`config.mk`:
```
export PLATFORM = sky130hd
export DESIGN_NAME = ccip_outstanding_req_tracker
export DESIGN_NICKNAME = d
export VERILOG_FILES = /design/src/rtl/ccip_outstanding_req_tracker.sv
export SDC_FILE = /design/constraint.sdc
export NUM_CORES = 1
export LEC_CHECK = 0
export BUFFER_PORTS_ARGS = -buffer_cell sky130_fd_sc_hd__buf_2
export CAP_MARGIN = 20
export CORE_AREA = 5 5 487 489
export CTS_BUF_LIST = sky130_fd_sc_hd__clkbuf_16
export CTS_CLUSTER_DIAMETER = 30
export DETAILED_ROUTE_END_ITERATION = 10
export DIE_AREA = 0 0 492 494
export HOLD_SLACK_MARGIN = 0.08
export PLACE_DENSITY_LB_ADDON = 0.2
export SYNTH_ARGS = -nofsm -noshare
export SYNTH_HDL_FRONTEND = slang
export SYNTH_SLANG_ARGS = --single-unit
```
`constraint.sdc`:
```
create_clock -name clk -period 3.1 [get_ports clk]
set_clock_uncertainty 0.1 [all_clocks]
set_input_delay 0.155 -clock clk [delete_from_list [all_inputs] [get_ports clk]]
set_output_delay 0.155 -clock clk [all_outputs]
set_load 0.05 [all_outputs]
```
`src/rtl/ccip_outstanding_req_tracker.sv`:
```
// Outstanding-request tracker for one CCI-P port. It only watches the request
// and response channels and keeps registered counts of read lines, write lines
// and write fences. Throttle hints, an idle flag and sticky error flags are
// derived from those counts.

// Minimal CCI-P channel types and response classifiers used by the tracker.
package ccip_if_pkg;
  typedef logic [1:0]   t_ccip_vc;
  typedef logic [1:0]   t_ccip_clLen;
  typedef logic [1:0]   t_ccip_clNum;
  typedef logic [41:0]  t_ccip_clAddr;
  typedef logic [15:0]  t_ccip_mdata;
  typedef logic [511:0] t_ccip_clData;

  typedef enum logic [3:0] {
    eREQ_RDLINE_I = 4'h0,
    eREQ_RDLINE_S = 4'h1
  } t_ccip_c0_req;

  typedef enum logic [3:0] {
    eREQ_WRLINE_I = 4'h0,
    eREQ_WRLINE_M = 4'h1,
    eREQ_WRPUSH_I = 4'h2,
    eREQ_WRFENCE  = 4'h4,
    eREQ_INTR     = 4'h6
  } t_ccip_c1_req;

  typedef enum logic [3:0] {
    eRSP_RDLINE = 4'h0,
    eRSP_UMSG   = 4'h4
  } t_ccip_c0_rsp;

  typedef enum logic [3:0] {
    eRSP_WRLINE  = 4'h0,
    eRSP_WRFENCE = 4'h4,
    eRSP_INTR    = 4'h6
  } t_ccip_c1_rsp;

  typedef struct packed {
    t_ccip_vc     vc_sel;
    logic [1:0]   rsvd1;
    t_ccip_clLen  cl_len;
    t_ccip_c0_req req_type;
    logic [5:0]   rsvd0;
    t_ccip_clAddr address;
    t_ccip_mdata  mdata;
  } t_ccip_c0_ReqMemHdr;

  typedef struct packed {
    logic [5:0]   rsvd2;
    t_ccip_vc     vc_sel;
    logic         sop;
    logic         rsvd1;
    t_ccip_clLen  cl_len;
    t_ccip_c1_req req_type;
    logic [5:0]   rsvd0;
    t_ccip_clAddr address;
    t_ccip_mdata  mdata;
  } t_ccip_c1_ReqMemHdr;

  typedef struct packed {
    t_ccip_vc     vc_used;
    logic         rsvd1;
    logic         hit_miss;
    logic [1:0]   rsvd0;
    t_ccip_clNum  cl_num;
    t_ccip_c0_rsp resp_type;
    t_ccip_mdata  mdata;
  } t_ccip_c0_RspMemHdr;

  typedef struct packed {
    t_ccip_vc     vc_used;
    logic         rsvd1;
    logic         hit_miss;
    logic         format;
    logic         rsvd0;
    t_ccip_clNum  cl_num;
    t_ccip_c1_rsp resp_type;
    t_ccip_mdata  mdata;
  } t_ccip_c1_RspMemHdr;

  typedef struct packed {
    t_ccip_c0_ReqMemHdr hdr;
    logic               valid;
  } t_if_ccip_c0_Tx;

  typedef struct packed {
    t_ccip_c1_ReqMemHdr hdr;
    t_ccip_clData       data;
    logic               valid;
  } t_if_ccip_c1_Tx;

  typedef struct packed {
    t_ccip_c0_RspMemHdr hdr;
    t_ccip_clData       data;
    logic               rspValid;
    logic               mmioRdValid;
    logic               mmioWrValid;
  } t_if_ccip_c0_Rx;

  typedef struct packed {
    t_ccip_c1_RspMemHdr hdr;
    logic               rspValid;
  } t_if_ccip_c1_Rx;

  function automatic logic ccip_c0Rx_isReadRsp(input t_if_ccip_c0_Rx rx);
    return rx.rspValid && (rx.hdr.resp_type == eRSP_RDLINE);
  endfunction

  function automatic logic ccip_c1Rx_isWriteRsp(input t_if_ccip_c1_Rx rx);
    return rx.rspValid && (rx.hdr.resp_type == eRSP_WRLINE);
  endfunction

  function automatic logic ccip_c1Rx_isWriteFenceRsp(input t_if_ccip_c1_Rx rx);
    return rx.rspValid && (rx.hdr.resp_type == eRSP_WRFENCE);
  endfunction
endpackage

module ccip_outstanding_req_tracker
  import ccip_if_pkg::*;
#(
  parameter int unsigned CNT_WIDTH       = 12,
  parameter int unsigned RD_THRESH       = 448,
  parameter int unsigned WR_THRESH       = 224,
  parameter int unsigned FENCE_CNT_WIDTH = 4
) (
  input  logic                       clk,
  input  logic                       reset_n,
  input  t_if_ccip_c0_Tx             c0Tx,
  input  t_if_ccip_c1_Tx             c1Tx,
  input  t_if_ccip_c0_Rx             c0Rx,
  input  t_if_ccip_c1_Rx             c1Rx,
  input  logic                       clear_err,
  output logic [CNT_WIDTH-1:0]       rd_lines_out,
  output logic [CNT_WIDTH-1:0]       wr_lines_out,
  output logic [FENCE_CNT_WIDTH-1:0] fences_out,
  output logic                       c0_throttle,
  output logic                       c1_throttle,
  output logic                       idle,
  output logic                       err_underflow,
  output logic                       err_overflow
);

  // Two guard bits: top bit marks a negative result, next bit marks above max.
  localparam int unsigned CW = CNT_WIDTH + 2;
  localparam int unsigned FW = FENCE_CNT_WIDTH + 2;

  logic [2:0]                 rd_inc;
  logic                       rd_dec;
  logic                       wr_inc;
  logic [2:0]                 wr_dec;
  logic                       fn_inc;
  logic                       fn_dec;
  logic [CW-1:0]              rd_sum;
  logic [CW-1:0]              wr_sum;
  logic [FW-1:0]              fn_sum;
  logic [CNT_WIDTH-1:0]       rd_next;
  logic [CNT_WIDTH-1:0]       wr_next;
  logic [FENCE_CNT_WIDTH-1:0] fn_next;
  logic                       any_under;
  logic                       any_over;
  logic                       unused_fields;

  // Header fields the tracker has no use for (addresses, data, mdata, ...).
  assign unused_fields = ^{c0Tx, c1Tx, c0Rx, c1Rx};

  // Decode snooped channel traffic into per-counter increments and decrements.
  always_comb begin
    rd_inc = 3'd0;
    wr_inc = 1'b0;
    wr_dec = 3'd0;
    fn_inc = 1'b0;
    if (c0Tx.valid) rd_inc = {1'b0, c0Tx.hdr.cl_len} + 3'd1;
    rd_dec = ccip_c0Rx_isReadRsp(c0Rx);
    if (c1Tx.valid) begin
      case (c1Tx.hdr.req_type)
        eREQ_WRLINE_I, eREQ_WRLINE_M, eREQ_WRPUSH_I: wr_inc = 1'b1;
        eREQ_WRFENCE:                                fn_inc = 1'b1;
        default:                                     ;
      endcase
    end
    if (ccip_c1Rx_isWriteRsp(c1Rx))
      wr_dec = c1Rx.hdr.format ? ({1'b0, c1Rx.hdr.cl_num} + 3'd1) : 3'd1;
    fn_dec = ccip_c1Rx_isWriteFenceRsp(c1Rx);
  end

  // Combine issue and completion in one step, then clamp to [0, max].
  always_comb begin
    rd_sum = {2'b00, rd_lines_out} + CW'(rd_inc) - CW'(rd_dec);
    wr_sum = {2'b00, wr_lines_out} + CW'(wr_inc) - CW'(wr_dec);
    fn_sum = {2'b00, fences_out} + FW'(fn_inc) - FW'(fn_dec);

    any_under = rd_sum[CW-1] | wr_sum[CW-1] | fn_sum[FW-1];
    any_over  = (~rd_sum[CW-1] & rd_sum[CW-2]) |
                (~wr_sum[CW-1] & wr_sum[CW-2]) |
                (~fn_sum[FW-1] & fn_sum[FW-2]);

    rd_next = rd_sum[CW-1] ? '0 : (rd_sum[CW-2] ? '1 : rd_sum[CNT_WIDTH-1:0]);
    wr_next = wr_sum[CW-1] ? '0 : (wr_sum[CW-2] ? '1 : wr_sum[CNT_WIDTH-1:0]);
    fn_next = fn_sum[FW-1] ? '0 : (fn_sum[FW-2] ? '1 : fn_sum[FENCE_CNT_WIDTH-1:0]);
  end

  // Register counts and derived hints; a fresh error outranks clear_err.
  always_ff @(posedge clk or negedge reset_n) begin
    if (!reset_n) begin
      rd_lines_out  <= '0;
      wr_lines_out  <= '0;
      fences_out    <= '0;
      c0_throttle   <= 1'b0;
      c1_throttle   <= 1'b0;
      idle          <= 1'b1;
      err_underflow <= 1'b0;
      err_overflow  <= 1'b0;
    end else begin
      rd_lines_out  <= rd_next;
      wr_lines_out  <= wr_next;
      fences_out    <= fn_next;
      c0_throttle   <= (32'(rd_next) >= RD_THRESH);
      c1_throttle   <= (32'(wr_next) >= WR_THRESH);
      idle          <= (rd_next == '0) && (wr_next == '0) && (fn_next == '0);
      err_underflow <= any_under | (err_underflow & ~clear_err);
      err_overflow  <= any_over  | (err_overflow  & ~clear_err);
    end
  end

endmodule
```
; ---- Word-level counts from Yosys, hierarchy flattened
; Index checks and enable logic that the tools add are counted.
; Widths: inputs -> output; s select.
[totals]
n_memories = 0
latch_bits = 0
output_inout_bits = 33
wordCells = 62
ff_bits = 33
mem_bits_rw = 0
rom_bits = 0
input_bits = 1243
[classes]
n_shift = 0
n_reduce_logical = 12
add_sub_neg = 8
n_bitwise = 15
mux = 13
n_mul = 0
eq_ne = 4
magnitude_cmp = 2
div_mod_pow = 0
[ops]
columns = operator, n
row1 = $mux 12, 4
row2 = $logic_not 12->1, 2
row3 = $logic_not 4->1, 4
row4 = $sub 13x1->14, 1
row5 = $sub 13x3->14, 1
row6 = $add 12x1->13, 1
row7 = $add 12x3->13, 1
row8 = $ge 12x8->1 const B, 1
row9 = $ge 12x9->1 const B, 1
row10 = $mux 3, 3
row11 = $eq 4x3->1 const B, 2
row12 = $mux 4, 2
row13 = $add 2x1->3 const B, 2
row14 = $or 1x1->1, 6
row15 = $sub 5x1->6, 1
row16 = $add 4x1->5, 1
row17 = $and 1x1->1, 5
row18 = $logic_and 1x1->1, 5
row19 = $eq 4x1->1 const B, 1
row20 = $eq 4x2->1 const B, 1
row21 = $mux 1, 4
row22 = $not 1->1, 4
row23 = $reduce_or 3->1, 1

; ---- Longest topological paths before layout
[logic_depth]
ltp_word = 11
mapped_depth = 16
ltp_nobuf = 16

; ---- Worst setup path before layout
; Ideal clock, no wire load.
[synth_path]
path_kind = input -> register
from = input c1Rx[18] in the netlist's numbering
to = register wr_lines_out[10]
path_stages = 14
path_slack_ps = -90
required_ps = 2863
n_path_buf = 1
arrival_time_ps = 2953
setup_time_ps = 137
cell_sequence = nor4b_1 -> nor2b_1 -> a21boi_0 -> ha_1 -> inv_1 -> ha_1 -> fa_1 -> a21oi_1 -> o211ai_1 -> a21oi_1 -> o21bai_1 -> xnor2_1 -> clkbuf_1 -> a21oi_1
[synth_via]
elab_chain_cells = 6
[synth_lines]
columns = element, line
row1 = from (decl), 132  ; input t_if_ccip_c1_Rx c1Rx,
row2 = $logic_not 4->1 *, 111  ; return rx.rspValid && (rx.hdr.resp_type == eRSP_WRLINE);
row3 = $logic_and 1x1->1 *, 111
row4 = $mux 3 *, 182  ; if (ccip_c1Rx_isWriteRsp(c1Rx))
row5 = $sub 13x3->14 *, 190  ; wr_sum = {2'b00, wr_lines_out} + CW'(wr_inc) - CW'(wr_dec);
row6 = $mux 12, 199  ; wr_next = wr_sum[CW-1] ? '0 : (wr_sum[CW-2] ? '1 : wr_sum[CNT_WIDTH-1:0]);
row7 = $mux 12 *, 199
row8 = net wr_next[10], 158  ; logic [CNT_WIDTH-1:0] wr_next;
row9 = to (signal assigned), 216  ; wr_lines_out <= wr_next;
row10 = to (decl), 135  ; output logic [CNT_WIDTH-1:0] wr_lines_out,
; Mark *: on every way through the listed nets, which the timed path passes. The rest lies on a longest branch.

; ---- Final worst setup path
[layout_path]
from = register rd_lines_out[1]
to = register idle
[layout_via]
elab_chain_cells = 7
[layout_lines]
columns = element, line
row1 = from (decl), 134  ; output logic [CNT_WIDTH-1:0] rd_lines_out,
row2 = from (signal assigned), 215  ; rd_lines_out <= rd_next;
row3 = $add 12x3->13 *, 189  ; rd_sum = {2'b00, rd_lines_out} + CW'(rd_inc) - CW'(rd_dec);
row4 = $sub 13x1->14 *, 189
row5 = $mux 12, 198  ; rd_next = rd_sum[CW-1] ? '0 : (rd_sum[CW-2] ? '1 : rd_sum[CNT_WIDTH-1:0]);
row6 = $mux 12 *, 198
row7 = $logic_not 12->1 *, 220  ; idle <= (rd_next == '0) && (wr_next == '0) && (fn_next == '0);
row8 = $logic_and 1x1->1 * (2 in series), 220
row9 = to (signal assigned), 220
row10 = to (decl), 139  ; output logic idle,
; Every way passes the cells marked *; elsewhere a longest branch is shown, timed or not.

==> results.toml <==
[outcome]
outcome = "finished clean"

[critical_path]
cp-start-kind = "flop"
r2r-start = "rd_lines_out[1]"
crit_chain = "inv_1, ha_1, inv_1, ha_1, a21o_1, a221o_1, o311a_1, nor2_2, xnor2_1, o41ai_1, buf_4, and4_1"
criticalPathCategory = "reg -> reg"
cp.arrival_ps = 3210
crit_slowest_cell = "o41ai_1"
cpPeakStageDelay_ps = 390
worstReg2RegEnd = "idle"
critPathLaunch = "rd_lines_out[1]"
cp.required_ps = 3220
ff2ff_path_depth = 12
endpoint_kind = "flop"
crit_end = "idle"
critPathMaxFanout = 2
reg2reg_slack_ps = 10

[timing]
min_period_over_period = 0.996
totalNegativeSetupSlack_ps = 0
setup_viol = 0
relSlewSlack = 0.414
slew_viol_final = 0
max_clock_freq_ghz = 0.324
rsz0062_at_grt = "true"
hold_violations = 0
period_needed_ps = 3090
tightest_slew_ps = 879

[layout]
multiInputGateArea_um2 = 2140
fillers = 27500
syn_to_final_growth_pct = 177
seq_area_um2 = 828
diodes = 0
drive_above_1_share = 0.448
nNetsFinal = 1749
fin_util = 0.0346

[power]
finalPower_mw = 7.53
power.leakage_nw = 2.15
powerDensity_nw_per_um2 = 938
vdd_drop_max_v = 0.000312

[routing]
vias_per_cell = 0.795
drc = 0
antenna_left = 0
vias = 2787
routed_wl_mm = 12.7
drt-wirelength-per-cell_um = 3.61
first_pass_iters = 4
drt_iter0_drc = 71

[synthesis]
yosys.area.top_type_share = 0.276
synth_flop_cell = "dfrtp_1"
synth-simple-area-share = 0.146
syn-num-nets = 1615
synth-edff-count = 0
synthMostInstantiatedCell = "inv_1"
synth_cell_type_count = 61
synth_compound_area_frac = 0.230
post_synth.cell_area_avg_um2 = 8.80
yosysTopAreaCell = "dfrtp_1"
synthTopCellsByCount = "inv_1, ha_1, a21oi_1"
synth_fa_ha_area_frac = 0.194
synthCells = 329
synth-xor-area-share = 0.0635
synth.area.mux_share = 0.00734
synth-seq-cells = 33
ys_warn_count = 0
yosysSeqAreaShare = 0.286
synth_top_family_by_area = "compound AO/OA/AOI/OAI gates"
synthArstFlopShare = 1.00
yosys-top-cells-area = "dfrtp_1, ha_1, inv_1, a21oi_1, xnor2_1"
synthesis.area_um2 = 2900

[clock_tree]
numCtsBuffers = 5
h-tree-depth = 2
insertion_delay_ps = 280
cts_root_buffer = "clkbuf_16"
clkSinkCount = 33
clk_pin_slew_worst_paths_ps = 60
cts_tree = "built"
cts.path.max_buffers = 2

[global_routing]
gr-total-overflow = 0
grt_pass1_vias = 2991
grt.total_usage = 0.00992
grt_max_degree = 34
grt_pass1_wl_mm = 18.6
grt_antenna_before_repair = 2

[min_path]
hp-class = "in -> reg"
hold_start = "clear_err"

[floorplan]
chipWidth_um = 492
initial_core_util = 0.0125
die_area_um2 = 243000
die_h_um = 494
coreArea_um2 = 232000
core.rowCount = 177
pin_count = 1276

[place]
gp_congestion = 0.607
port_buffers = 56
hpwlAfterDp_mm = 10.7

[job]
max_cap_viol_count = 0
## report_power, final
group / internal, mW / switching [mW]
Clock: 0.295 / 0.216
Combinational: 2.91 / 3.27
Sequential: 0.640 / 0.194
Total: 3.85 / 3.68
## per-layer routing
metal	up-vias	part of all wire	track usage
met1	1331	0.41	0.0112
met3	12	0.038	0.00200
met4	0	0.0066	0.00165
met2	25	0.55	0.0193
li1	1419	-	-
met5	-	0	0
## cells in the final DEF, fill, tap and decap left out, drive strengths merged, types with 7 or more instances in the layout
cell type and n:
buf 134, inv 48, ha 40, a21oi 36, dfrtp 32, nor2 14
nand2 13, xnor2 13, o21a 10, nand3 10, o21ai 10, xor2 8
a21o 7, nor3 7
## stage by stage
| stage | cells | hold slack (ps) | setup slack (ps) | instance area (um^2) |
|---|---|---|---|---|
| 3_3_place_gp | 3488 | 240 | -818 | 7490 |
| 6_report | 3507 | 111 | 12.1 | 8020 |
| 2_1_floorplan | 329 | -241 | 14.8 | 2910 |
| 3_5_place_dp | 3488 | 239 | -802 | 7490 |
| 4_1_cts | 3502 | 127 | -120 | 7820 |
| 5_1_grt | 3507 | 128 | -195 | 8020 |
## kinds of logic after synthesis
| group | Yosys count |
|---|---|
| flip-flops | 33 |
| multiplexers | 2 |
| XOR/XNOR | 21 |
| buffers and inverters | 56 |
| adder cells (fa/ha/maj) | 43 |
| AO/OA/AOI/OAI | 97 |
| AND/OR/NAND/NOR | 77 |
## critical path: cells and delay by family (launching register included)
family	cells	cell delay, ps
AND/OR/NAND/NOR	2	280
adder cells (fa/ha/maj)	2	610
flip-flops	1	370
buffers and inverters	3	290
XOR/XNOR	1	110
AO/OA/AOI/OAI	4	1270
## cell type report
cell class	count	share of cell area
Clock inverter	3	0.00218
Clock buffer	5	0.0156
Multi-Input combinational cell	240	0.266
Sequential cell	33	0.103
Timing Repair Buffer	135	0.116
Inverter	48	0.0225
Tap cell	3043	0.475
## worst min path at each step
stage | to | slack [ps] | cells past startpoint
2_1_floorplan | c0_throttle | -240 | 0
3_3_place_gp | fences_out[0] | 240 | 1
3_5_place_dp | fences_out[0] | 240 | 1
4_1_cts | err_underflow | 130 | 4
5_1_grt | err_underflow | 130 | 4
6_report | err_underflow | 110 | 4
## registers in the layout (all words and copies together), names as in the netlist
signal,cells
rd_lines_out,12
wr_lines_out,12
fences_out,4
c0_throttle,1
c1_throttle,1
err_overflow,1
err_underflow,1
idle,1
## timing repair
action,4_1_cts,5_1_grt
gates resized for setup,29,33
hold buffers,1,0
pin swaps,19,20
endpoints found under the setup margin,17,18
cloned,0,1
buffers inserted,6,4
hold endpoints to repair,32,0
Note: power is estimated with default switching activity, not from simulation.
